## config.mk

```make
export PLATFORM = sky130hd
export DESIGN_NAME = i2c_cam_target
export DESIGN_NICKNAME = d
export VERILOG_FILES = /design/src/rtl/i2c_cam_target.sv
export SDC_FILE = /design/constraint.sdc
export NUM_CORES = 1
export LEC_CHECK = 0
export BUFFER_PORTS_ARGS = -buffer_cell sky130_fd_sc_hd__buf_2
export CAP_MARGIN = 20
export CORE_MARGIN = 2
export CORE_UTILIZATION = 45
export DETAILED_ROUTE_END_ITERATION = 8
export MAX_ROUTING_LAYER = met4
export PLACE_DENSITY = 0.65
export SETUP_SLACK_MARGIN = 0.05
export SYNTH_ARGS = -nofsm -noshare
export SYNTH_HDL_FRONTEND = slang
export SYNTH_SLANG_ARGS = --single-unit
```

## constraint.sdc

```tcl
create_clock -name clk -period 6.8 [get_ports clk]
set_input_delay 0.68 -clock clk [delete_from_list [all_inputs] [get_ports clk]]
set_output_delay 0.68 -clock clk [all_outputs]
set_load 0.005 [all_outputs]
```

## src/rtl/i2c_cam_target.sv

```systemverilog
// I2C target answering at DEV_ADDR with a byte-wide register file behind it.
// A write's first data byte loads the pointer; later bytes land in the
// register file and are echoed on cfg_*. Reads stream the file from the
// pointer. The host port preloads bytes at any time.
module i2c_cam_target #(
  parameter logic [6:0] DEV_ADDR = 7'h58,
  parameter int         AW       = 6
) (
  input  logic          clk,
  input  logic          reset,
  input  logic          scl_in,
  input  logic          sda_in,
  output logic          sda_oe,
  input  logic          host_we,
  input  logic [AW-1:0] host_addr,
  input  logic [7:0]    host_data,
  output logic          cfg_wr,
  output logic [AW-1:0] cfg_addr,
  output logic [7:0]    cfg_data,
  output logic          busy,
  output logic [AW-1:0] ptr
);

  typedef enum logic [2:0] {
    IDLE, ADDR, ADDR_ACK, WR_BYTE, WR_ACK, RD_BYTE, RD_ACK, IGNORE
  } state_e;

  state_e        state_q, state_d;
  logic [2:0]    scl_q, sda_q;
  logic [3:0]    cnt_q, cnt_d;
  logic [7:0]    shreg_q, shreg_d;
  logic          first_q, first_d;
  logic [AW-1:0] ptr_q, ptr_d;
  logic          sda_oe_q, sda_oe_d;
  logic          busy_q, busy_d;
  logic          cfg_wr_q, cfg_wr_d;
  logic [AW-1:0] cfg_addr_q, cfg_addr_d;
  logic [7:0]    cfg_data_q, cfg_data_d;
  logic [7:0]    mem_q [2**AW];
  logic          bus_we;

  // Synchronised levels ([1]) and one cycle of history ([2]) for edge detect.
  logic scl_rise, scl_fall, start_c, stop_c, sda_s;
  logic [7:0] shift_in;
  assign sda_s    = sda_q[1];
  assign scl_rise =  scl_q[1] & ~scl_q[2];
  assign scl_fall = ~scl_q[1] &  scl_q[2];
  assign start_c  = scl_q[1] & scl_q[2] &  sda_q[2] & ~sda_q[1];
  assign stop_c   = scl_q[1] & scl_q[2] & ~sda_q[2] &  sda_q[1];
  assign shift_in = {shreg_q[6:0], sda_s};

  // Two-flop synchronisers plus history; reset to the idle (released) level
  // so leaving reset never fakes a bus condition.
  always_ff @(posedge clk or negedge reset) begin
    if (!reset) begin
      scl_q <= '1;
      sda_q <= '1;
    end else begin
      scl_q <= {scl_q[1:0], scl_in};
      sda_q <= {sda_q[1:0], sda_in};
    end
  end

  // Protocol state and output registers.
  always_ff @(posedge clk or negedge reset) begin
    if (!reset) begin
      state_q    <= IDLE;
      cnt_q      <= '0;
      shreg_q    <= '0;
      first_q    <= 1'b0;
      ptr_q      <= '0;
      sda_oe_q   <= 1'b0;
      busy_q     <= 1'b0;
      cfg_wr_q   <= 1'b0;
      cfg_addr_q <= '0;
      cfg_data_q <= '0;
    end else begin
      state_q    <= state_d;
      cnt_q      <= cnt_d;
      shreg_q    <= shreg_d;
      first_q    <= first_d;
      ptr_q      <= ptr_d;
      sda_oe_q   <= sda_oe_d;
      busy_q     <= busy_d;
      cfg_wr_q   <= cfg_wr_d;
      cfg_addr_q <= cfg_addr_d;
      cfg_data_q <= cfg_data_d;
    end
  end

  // Register file: the bus write is issued last so it wins an address clash.
  always_ff @(posedge clk or negedge reset) begin
    if (!reset) begin
      for (int i = 0; i < 2**AW; i++) mem_q[i] <= '0;
    end else begin
      if (host_we) mem_q[host_addr] <= host_data;
      if (bus_we)  mem_q[ptr_q]     <= shift_in;
    end
  end

  // Next state: START/STOP override everything; bits sample on SCL rise,
  // SDA drive changes on SCL fall.
  always_comb begin
    state_d    = state_q;
    cnt_d      = cnt_q;
    shreg_d    = shreg_q;
    first_d    = first_q;
    ptr_d      = ptr_q;
    sda_oe_d   = sda_oe_q;
    busy_d     = busy_q;
    cfg_wr_d   = 1'b0;
    cfg_addr_d = cfg_addr_q;
    cfg_data_d = cfg_data_q;
    bus_we     = 1'b0;
    if (start_c) begin
      state_d  = ADDR;
      cnt_d    = '0;
      busy_d   = 1'b1;
      sda_oe_d = 1'b0;
    end else if (stop_c) begin
      state_d  = IDLE;
      busy_d   = 1'b0;
      sda_oe_d = 1'b0;
    end else begin
      case (state_q)
        ADDR: begin
          if (scl_rise) begin
            shreg_d = shift_in;
            cnt_d   = cnt_q + 4'd1;
          end else if (scl_fall && cnt_q == 4'd8) begin
            if (shreg_q[7:1] == DEV_ADDR) begin
              sda_oe_d = 1'b1;
              state_d  = ADDR_ACK;
            end else begin
              state_d  = IGNORE;
            end
          end
        end
        ADDR_ACK: begin
          if (scl_fall) begin
            cnt_d = '0;
            if (shreg_q[0]) begin
              shreg_d  = mem_q[ptr_q];
              sda_oe_d = ~mem_q[ptr_q][7];
              state_d  = RD_BYTE;
            end else begin
              sda_oe_d = 1'b0;
              first_d  = 1'b1;
              state_d  = WR_BYTE;
            end
          end
        end
        WR_BYTE: begin
          if (scl_rise) begin
            shreg_d = shift_in;
            cnt_d   = cnt_q + 4'd1;
            if (cnt_q == 4'd7) begin
              if (first_q) begin
                ptr_d   = shift_in[AW-1:0];
                first_d = 1'b0;
              end else begin
                bus_we     = 1'b1;
                cfg_wr_d   = 1'b1;
                cfg_addr_d = ptr_q;
                cfg_data_d = shift_in;
                ptr_d      = ptr_q + AW'(1);
              end
            end
          end else if (scl_fall && cnt_q == 4'd8) begin
            sda_oe_d = 1'b1;
            state_d  = WR_ACK;
          end
        end
        WR_ACK: begin
          if (scl_fall) begin
            sda_oe_d = 1'b0;
            cnt_d    = '0;
            state_d  = WR_BYTE;
          end
        end
        RD_BYTE: begin
          if (scl_rise) begin
            cnt_d = cnt_q + 4'd1;
          end else if (scl_fall) begin
            if (cnt_q == 4'd8) begin
              sda_oe_d = 1'b0;
              state_d  = RD_ACK;
            end else begin
              shreg_d  = {shreg_q[6:0], 1'b0};
              sda_oe_d = ~shreg_q[6];
            end
          end
        end
        RD_ACK: begin
          // Pointer advances past the byte just sent whether ACKed or not.
          if (scl_rise) begin
            ptr_d = ptr_q + AW'(1);
            if (sda_s) state_d = IGNORE;
          end else if (scl_fall) begin
            shreg_d  = mem_q[ptr_q];
            sda_oe_d = ~mem_q[ptr_q][7];
            cnt_d    = '0;
            state_d  = RD_BYTE;
          end
        end
        IGNORE:  sda_oe_d = 1'b0;
        default: ;
      endcase
    end
  end

  assign sda_oe   = sda_oe_q;
  assign busy     = busy_q;
  assign ptr      = ptr_q;
  assign cfg_wr   = cfg_wr_q;
  assign cfg_addr = cfg_addr_q;
  assign cfg_data = cfg_data_q;

endmodule

```

After elaboration in Yosys (flattened, before gate mapping):

Cells that the tools add are included.

* register bits: 557
* bits in latches: 0
* bits in writable memories: 0
* ROM bits: 0
* bits of input ports: 19
* output and inout bits: 23
* logic and storage cells: 238
* memories: 0

* add/sub/neg operators: 2
* multipliers: 0
* divide/modulo/power cells: 0
* magnitude comparators: 4
* equality and inequality tests: 39
* shift operators: 0
* muxes and demuxes: 77
* bitwise gates (word level): 18
* reduce and logical (&&, ||, !) cells: 21

Operators by type and width (count)
* 512-bit bitwise mux: 2
* 512-bit 2-to-1 mux: 2
* 8-bit demux with 6-bit select: 2
* 8-bit 2-to-1 mux: 12
* 8-bit binary-select mux with 6-bit select: 1
* 3-bit 2-to-1 mux: 16
* 4-bit != test (second input constant): 12
* 8-bit one-hot mux with 4 select lines: 1
* 1-bit 2-to-1 mux: 27
* 6-bit 2-to-1 mux: 4
* 2-bit != test (second input constant): 12
* 12-bit AND reduction: 2
* 4-bit 2-to-1 mux: 5
* 3-bit one-hot mux with 6 select lines: 1
* 7-bit >= comparator (second input constant): 2
* 7-bit by 1-bit less-than comparator with 1-bit output (second input constant): 2
* 6-bit inverter with 7-bit output: 2
* 3-bit == test (second input constant): 4
* 4-bit one-hot mux with 3 select lines: 1
* 6-bit one-hot mux with 2 select lines: 1
* 6-bit AND reduction: 2
* 11-bit AND reduction: 1
* 5-bit != test (second input constant): 2
* 10-bit AND reduction: 1
* 23 further kinds: 44

Depth between registers and ports, before layout:

Gate-level depths: netlist (run 1).

* word-level depth: 10
* depth in mapped cells: 10
* gate-level depth less buffers: 8

Worst setup path before layout (run 1):

No wires, ideal clock.

* path kind: input -> register
* start point: input host_addr[0]
* end point: register mem_q[136] (netlist bit)
* setup time: 137 ps
* data arrival time: 2264 ps
* required time: 6663 ps
* slack: 4399 ps
* cell stages on the path: 7
* buffers on the path: 2
* path through: clkbuf_1 > nand2b_1 > or2_2 > clkbuf_1 > nor2_1 > mux2i_1 > a21oi_1

* word-level cells in the longest chain between the ends: 9
* elaborated cells on any way between the ends: 10
* those cells by class: order compare: 2; mux: 6; bitwise: 1; reduce/logical: 1

RTL lines
* start: declaration: line 15 `input logic [AW-1:0] host_addr,`
* 6-bit inverter with 7-bit output (implied by the code) (*): line 96 `if (host_we) mem_q[host_addr] <= host_data;`
* 7-bit >= comparator (implied by the code) / 7-bit by 1-bit less-than comparator with 1-bit output (equally long branches): line 96
* 1-bit logical AND (implied by the code): line 96
* 8-bit 2-to-1 mux (implied by the code): line 96
* 8-bit demux with 6-bit select (*): line 96
* 512-bit bitwise mux (*): line 96
* 512-bit 2-to-1 mux (*): line 96
* 512-bit bitwise mux: line 97 `if (bus_we) mem_q[ptr_q] <= shift_in;`
* 512-bit 2-to-1 mux (*): line 97
* end signal: indexed assignment: line 96
* end signal: indexed assignment: line 97
* end: declaration: line 39 `logic [7:0] mem_q [2**AW];`

Every way passes the cells marked *; elsewhere a longest branch is shown, timed or not.
A chain may end at the register's enable or synchronous reset.

Worst setup path after layout (run 1):

* start point: register ptr_q[1], in the netlist ptr[1]
* end point: register mem_q[389] (netlist bit)

* word-level cells in the longest chain between the ends: 7
* elaborated cells on any way between the ends: 8
* those cells by class: order compare: 2; mux: 4; bitwise: 1; reduce/logical: 1

RTL lines
* start: declaration: line 33 `logic [AW-1:0] ptr_q, ptr_d;`
* start signal: assignment: line 82 `ptr_q <= ptr_d;`
* 6-bit inverter with 7-bit output (implied by the code) (*): line 97
* 7-bit >= comparator (implied by the code) / 7-bit by 1-bit less-than comparator with 1-bit output (equally long branches): line 97
* 1-bit logical AND (implied by the code): line 97
* 8-bit 2-to-1 mux (implied by the code): line 97
* 8-bit demux with 6-bit select (*): line 97
* 512-bit bitwise mux (*): line 97
* 512-bit 2-to-1 mux (*): line 97

Marks and branches as above.

==> impl_metrics.ini, run 1 <==
[clocking]
htree_levels = 2
clk_pin_slew_ps = 60
cts_tree = yes
clockBufferDepth = 3
numCtsBuffers = 60
cts_resized = 0
holdBufCountCts = 0
postCtsSetupRepairBufs = 0
clk_latency_ps = 650
clkSinkCount = 557
clockRootBuffer = clkbuf_16

[die]
pin_count = 42
initial_core_util = 0.455
die_area_um2 = 70000
die_h_um = 265
core-area_um2 = 67200
rows = 95
fp.dieW_um = 265

[setup_path]
worstSetupEndpointType = register
slowest_stage = nor2_1
path_cells = buf_4 > and2_1 > nand2_1 > nor2_1 > nand2_1 > nor2_1 > a21oi_1
cp_max_fo = 32
crit_path_start_kind = register
critPathRequiredTime_ps = 7300
arrival_ps = 4560
path_buf_inv = 1
path_delay_family = simple AND/OR/NAND/NOR gates
worstSetupPathType = reg2reg
critPathMaxStageDelay_ps = 910

[yosys]
synth_area_leader_cell = dfrtp_1
synth-main-ff-cell = dfrtp_1
syn_nets = 3102
ys_seq_area_frac = 0.456
synth_cell_types = 67
ys_ff_latch = 557
yosysWarnings = 0
synthCells = 3077
syn_avg_cell_area_um2 = 9.93
synthesis.area_um2 = 30600
synth.area.top_cells = dfrtp_1, mux2i_1, a21oi_1
synth_top_cell_area_share = 0.451
synthArstFlopShare = 1.00
synth_edf_count = 0

[routing]
num_vias = 23900
wl_per_cell_um = 25.3
drt-pass1-iter-count = 6
drtIter0Drc = 2668
routed_wl_um = 98000
ant_nets = 0
drc_errors = 0
vias_per_cell = 6.16

[power]
max-vdd-ir-drop_uv = 428
power_density_nw_per_um2 = 342
leakage_nw = 13.5

[sta]
min_period_ps = 4060
finalCritPeriodShare = 0.597
worst_pin_slew_ps = 1200
finalHoldViolCount = 0
rsz0062_at_grt = false
slew_violations = 0
fmax_ghz = 0.246
setup_tns_ps = 0
finalWorstSetupSlack_ps = 2740
slew_headroom = 0.197
skew_ps = 26.4
finalSetupViolCount = 0

[place]
pre_cts_slack_ps = 2840
hpwl_um = 59300
port_buffers = 41
gp_congestion = 0.957

[layout]
final_common_cell = mux2i_1
final_cell_mix = mux2i_1, nor2_1, dfrtp_1
drive_above_1_share = 0.111
synthToLayoutAreaGrowth_pct = 9.04
layout.nets = 2973

[job]
max-cap-violations = 0

[global_routing]
track_usage = 0.288
grt_max_degree = 133
antenna_found_initial = 5
grt_pass1_vias = 23400
overflow = 0
grt_pass1_wl_um = 149000

[worst_hold_path]
hold_path_class = in2async

[status]
status = complete, no violations
==> state kept, by name (all words and copies together), names as in the netlist, 3 cells and up <==
| signal | count |
|---|---|
| mem_q | 512 |
| cfg_data | 8 |
| shreg_q | 8 |
| cfg_addr | 6 |
| ptr | 6 |
| cnt_q | 4 |
| scl_q | 3 |
| sda_q | 3 |
| state_q | 3 |
==> cell usage after synthesis, types with 3 or more instances <==
cell,n
dfrtp_1,551
o2111ai_1,6
o2bb2ai_1,3
nor2_1,584
nand2_2,8
o21ai_0,19
nor2b_1,9
clkbuf_1,203
dfstp_2,6
nand4_1,8
and3_1,6
inv_1,11
nand3_1,45
and3b_1,4
a31oi_1,3
nand2b_1,10
nand2_1,155
mux4_2,96
ha_1,6
o22a_1,5
mux2i_1,590
o22ai_1,9
nand3b_1,6
a21oi_1,528
and2_1,4
nor4_1,8
buf_2,52
buf_1,24
o221ai_1,12
or2_2,5
a22oi_1,52
nor3b_1,6
==> through the flow <==
| step | instance area, um^2 | total power, mW | utilization | cells | hold slack (ps) |
|---|---|---|---|---|---|
| 3_5_place_dp | 31200 | 7.91 | 0.465 | 3757 | 350 |
| 2_1_floorplan | 30600 | 6.49 | - | 3077 | 345 |
| 3_3_place_gp | 31200 | 7.80 | 0.465 | 3756 | 353 |
| 4_1_cts | 33300 | 11.3 | 0.496 | 3870 | 119 |
| 5_1_grt | 33300 | 11.8 | 0.496 | 3876 | 126 |
| 6_report | 33300 | 11.4 | 0.496 | 3876 | 102 |
==> where the power goes <==
part / internal, mW / total, mW / leakage [nW] / switching [mW]
combinational: 1.26 / 3.74 / 6.96 / 2.48
sequential: 3.78 / 4.21 / 5.54 / 0.428
clock: 2.02 / 3.45 / 1.02 / 1.42
total: 7.07 / 11.4 / 13.5 / 4.33
==> kinds of logic after synthesis <==
logic type / Yosys count / synth area share
multiplexers: 686 / 0.264
XOR/XNOR: 1 / 0.000287
AND/OR/NAND/NOR: 877 / 0.121
AO/OA/AOI/OAI: 659 / 0.119
adder cells (fa/ha/maj): 6 / 0.00246
flip-flops: 557 / 0.456
buffers and inverters: 291 / 0.0380
==> layer usage <==
metal | track usage | wire, um | up-vias
met2 | 0.421 | 43700 | 1173
met1 | 0.388 | 40600 | 11800
met3 | 0.0574 | 8970 | 258
met5 | - | 0 | -
li1 | - | - | 10700
met4 | 0.133 | 4830 | 0
==> worst paths after layout <==
kind | start | depth (start not counted) | end | slack, ps
max reg2reg | ptr[1]$_DFFE_PN0P_ | 7 | mem_q[389]$_DFF_PN0_ | 2740
max | ptr[1]$_DFFE_PN0P_ | 7 | mem_q[389]$_DFF_PN0_ | 2740
min reg2reg | scl_q[0]$_DFF_PN1_ | 0 | scl_q[1]$_DFF_PN1_ | 360
max in group asynchronous | reset | 2 | ptr[1]$_DFFE_PN0P_ | 5340
min in group clk | sda_in | 1 | sda_q[0]$_DFF_PN1_ | 150
min | reset | 1 | mem_q[443]$_DFF_PN0_ | 100
==> cell type report <==
cell class | count | area (um^2)
Multi-Input combinational cell | 2229 | 15500
Clock inverter | 22 | 282
Fill cell | 6017 | 33800
Timing Repair Buffer | 89 | 646
Clock buffer | 91 | 1780
Sequential cell | 557 | 14000
Tap cell | 873 | 1090
Antenna cell | 4 | 10.0
Inverter | 11 | 41.3
Note: power is estimated with default switching activity, not from simulation.
==> inputs of run 2 (changes only) <==
--- a/config.mk
+++ b/config.mk
@@ -5,13 +5,14 @@
 export SDC_FILE = /design/constraint.sdc
 export NUM_CORES = 1
 export LEC_CHECK = 0
+export ABC_AREA = 1
 export BUFFER_PORTS_ARGS = -buffer_cell sky130_fd_sc_hd__buf_2
 export CAP_MARGIN = 20
 export CORE_MARGIN = 2
 export CORE_UTILIZATION = 45
 export DETAILED_ROUTE_END_ITERATION = 8
 export MAX_ROUTING_LAYER = met4
-export PLACE_DENSITY = 0.65
+export PLACE_DENSITY = 0.67
 export SETUP_SLACK_MARGIN = 0.05
 export SYNTH_ARGS = -nofsm -noshare
 export SYNTH_HDL_FRONTEND = slang
==> constraint.sdc (replaced) <==
create_clock -name clk -period 3.31 [get_ports clk]
set_input_delay 0.331 -clock clk [delete_from_list [all_inputs] [get_ports clk]]
set_output_delay 0.331 -clock clk [all_outputs]
set_load 0.005 [all_outputs]
==> impl_metrics.ini, run 2 <==
[yosys]
synthArstFlopShare = 1.00
yosysWarnings = 0
synth_common_cells = nand2_1, o21ai_0, dfrtp_1
syn_nets = 4627
syn_avg_cell_area_um2 = 6.85
synth-main-ff-cell = dfrtp_1
yosysMostFrequentCell = nand2_1
synthCells = 4602
synth.area.top_cells = dfrtp_1, nand2_1, o21ai_0
synth_area_leader_cell = dfrtp_1
synthesis.area_um2 = 31500
synth_edf_count = 0
synth_top_cell_area_share = 0.437
ys_ff_latch = 557
ys_seq_area_frac = 0.442
synth_cell_types = 38

[routing]
wl_per_cell_um = 20.6
vias_per_cell = 5.61
drc_errors = 0
drt-pass1-iter-count = 7
ant_nets = 0
drtIter0Drc = 4202
num_vias = 31000
routed_wl_um = 114000

[layout]
layout.nets = 4565
largest_reg_flops = 512
num_antenna_cells = 0
drive_above_1_share = 0.0795
final_common_cell = nand2_1
synthToLayoutAreaGrowth_pct = 12.0
finalNonFillerCells = 5529
stdcell_area_um2 = 35300
top_register = mem_q
nFillCells = 6979
final_core_util = 0.507
final_cell_mix = nand2_1, o21ai_0, dfrtp_1

[clocking]
clk_latency_ps = 660
clockRootBuffer = clkbuf_16
numCtsBuffers = 61
htree_levels = 2
clockBufferDepth = 3
clk_pin_slew_ps = 70
clkSinkCount = 557
cts_tree = yes
postCtsSetupRepairBufs = 0

[place]
placement.cell_area_um2 = 33200
dp_cells = 5414
port_buffers = 41
pre_cts_slack_ps = 471
hpwl_um = 69800
gp_congestion = 0.995

[global_routing]
grt_max_degree = 94
track_usage = 0.323
grt_pass1_vias = 27600
antenna_found_initial = 1
overflow = 0
grt_pass1_wl_um = 172000

[setup_path]
worstSetupEndpoint = shreg_q[5]$_DFFE_PN0P_
worstSetupPathType = reg2reg
critPathMaxStageDelay_ps = 600
cp_max_fo = 27
cp_common_cell = nand2_1
slowest_stage = dfrtp_4
worstReg2RegEnd = shreg_q[5]$_DFFE_PN0P_
rr_worst_depth = 12
worstSetupEndpointType = register
critPathRequiredTime_ps = 3840
crit_path_start_kind = register
rrSetupSlack_ps = 360
r2r_start = ptr[0]$_DFFE_PN0P_
startpoint = ptr[0]$_DFFE_PN0P_
path_cells = inv_4 > buf_12 > buf_4 > nand2_1 > nand3_1 > nand2_1 > o21ai_0 > nand2_1 > nor2_1 > nand2_1 > nand2_1 > a21oi_1
arrival_ps = 3480

[power]
leakage_nw = 18.7
max-vdd-ir-drop_uv = 523
power.total_mw = 26.7
power_density_nw_per_um2 = 755

[die]
fp.dieW_um = 269
pin_count = 42
die_h_um = 269
rows = 97
core-area_um2 = 69700
initial_core_util = 0.453
die_area_um2 = 72200

[sta]
min_period_ps = 2950
finalSetupViolCount = 0
slew_headroom = 0.312
slew_violations = 0
worst_pin_slew_ps = 1030
finalWorstSetupSlack_ps = 362
finalCritPeriodShare = 0.891
whs_ps = 233
fmax_ghz = 0.339
skew_ps = 27.0
rsz0062_at_grt = false
finalHoldViolCount = 0
setup_tns_ps = 0

[job]
max-cap-violations = 0

[status]
status = complete, no violations

[worst_hold_path]
hold_path_class = in2reg
## run 2: worst min-delay path by stage
stage	startpoint	end	slack (ps)	cells after the start
final	host_data[6]	mem_q[350]$_DFF_PN0_	230	5
after global routing	host_data[6]	mem_q[326]$_DFF_PN0_	270	5
after CTS	host_data[6]	mem_q[334]$_DFF_PN0_	230	5
after detailed placement	scl_q[1]$_DFF_PN1_	scl_q[2]$_DFF_PN1_	380	0
after global placement	scl_q[1]$_DFF_PN1_	scl_q[2]$_DFF_PN1_	380	0
after floorplan	reset	busy$_DFFE_PN0N_	40	0
## run 2: worst max-delay path, delay by kind of cell (launching register included)
kind            cells  cell delay, ps
simple gates        7             900
compound gates      2             600
flops               1             600
buf+inv             3             690
## run 2: report_power, final
part | internal (mW) | switching [mW]
combinational | 2.92 | 7.46
clock | 4.31 | 3.01
sequential | 8.13 | 0.821
total | 15.4 | 11.3
## run 2: cells by family (layout without fill, tap and decap cells)
| group | Yosys count | count (layout) | share of synthesized area |
|---|---|---|---|
| AO/OA/AOI/OAI | 1249 | 1249 | 0.207 |
| XOR/XNOR | 2 | 2 | 0.000556 |
| adder cells (fa/ha/maj) | 6 | 6 | 0.00238 |
| buffers and inverters | 707 | 694 | 0.0843 |
| flip-flops | 557 | 557 | 0.442 |
| multiplexers | 1 | 1 | 0.000357 |
| AND/OR/NAND/NOR | 2080 | 2080 | 0.264 |
## run 2: area by class of cell
class / instances / area [um^2] / area share
clock buffers: 85 / 1800 / 0.0509
clock inverters: 27 / 325 / 0.00921
inverters: 397 / 1490 / 0.0423
multi-input cells: 3338 / 15000 / 0.424
flip-flops and latches: 557 / 13900 / 0.395
well taps: 940 / 1180 / 0.0333
repair buffers: 185 / 1620 / 0.0458
## run 2: repair_timing
action	CTS	global route
resized for setup	0	0
setup endpoints to repair	0	0
endpoints found under the hold margin	74	0
hold buffers	3	0
## run 2: layer usage
metal | track usage | routed length, um | part of all wire | vias up
met1 | 0.442 | 47600 | 0.42 | 14400
met2 | 0.466 | 48800 | 0.43 | 1566
met4 | 0.139 | 5580 | 0.049 | 0
met3 | 0.0658 | 12100 | 0.11 | 312
li1 | - | - | - | 14700
met5 | - | 0 | 0 | -
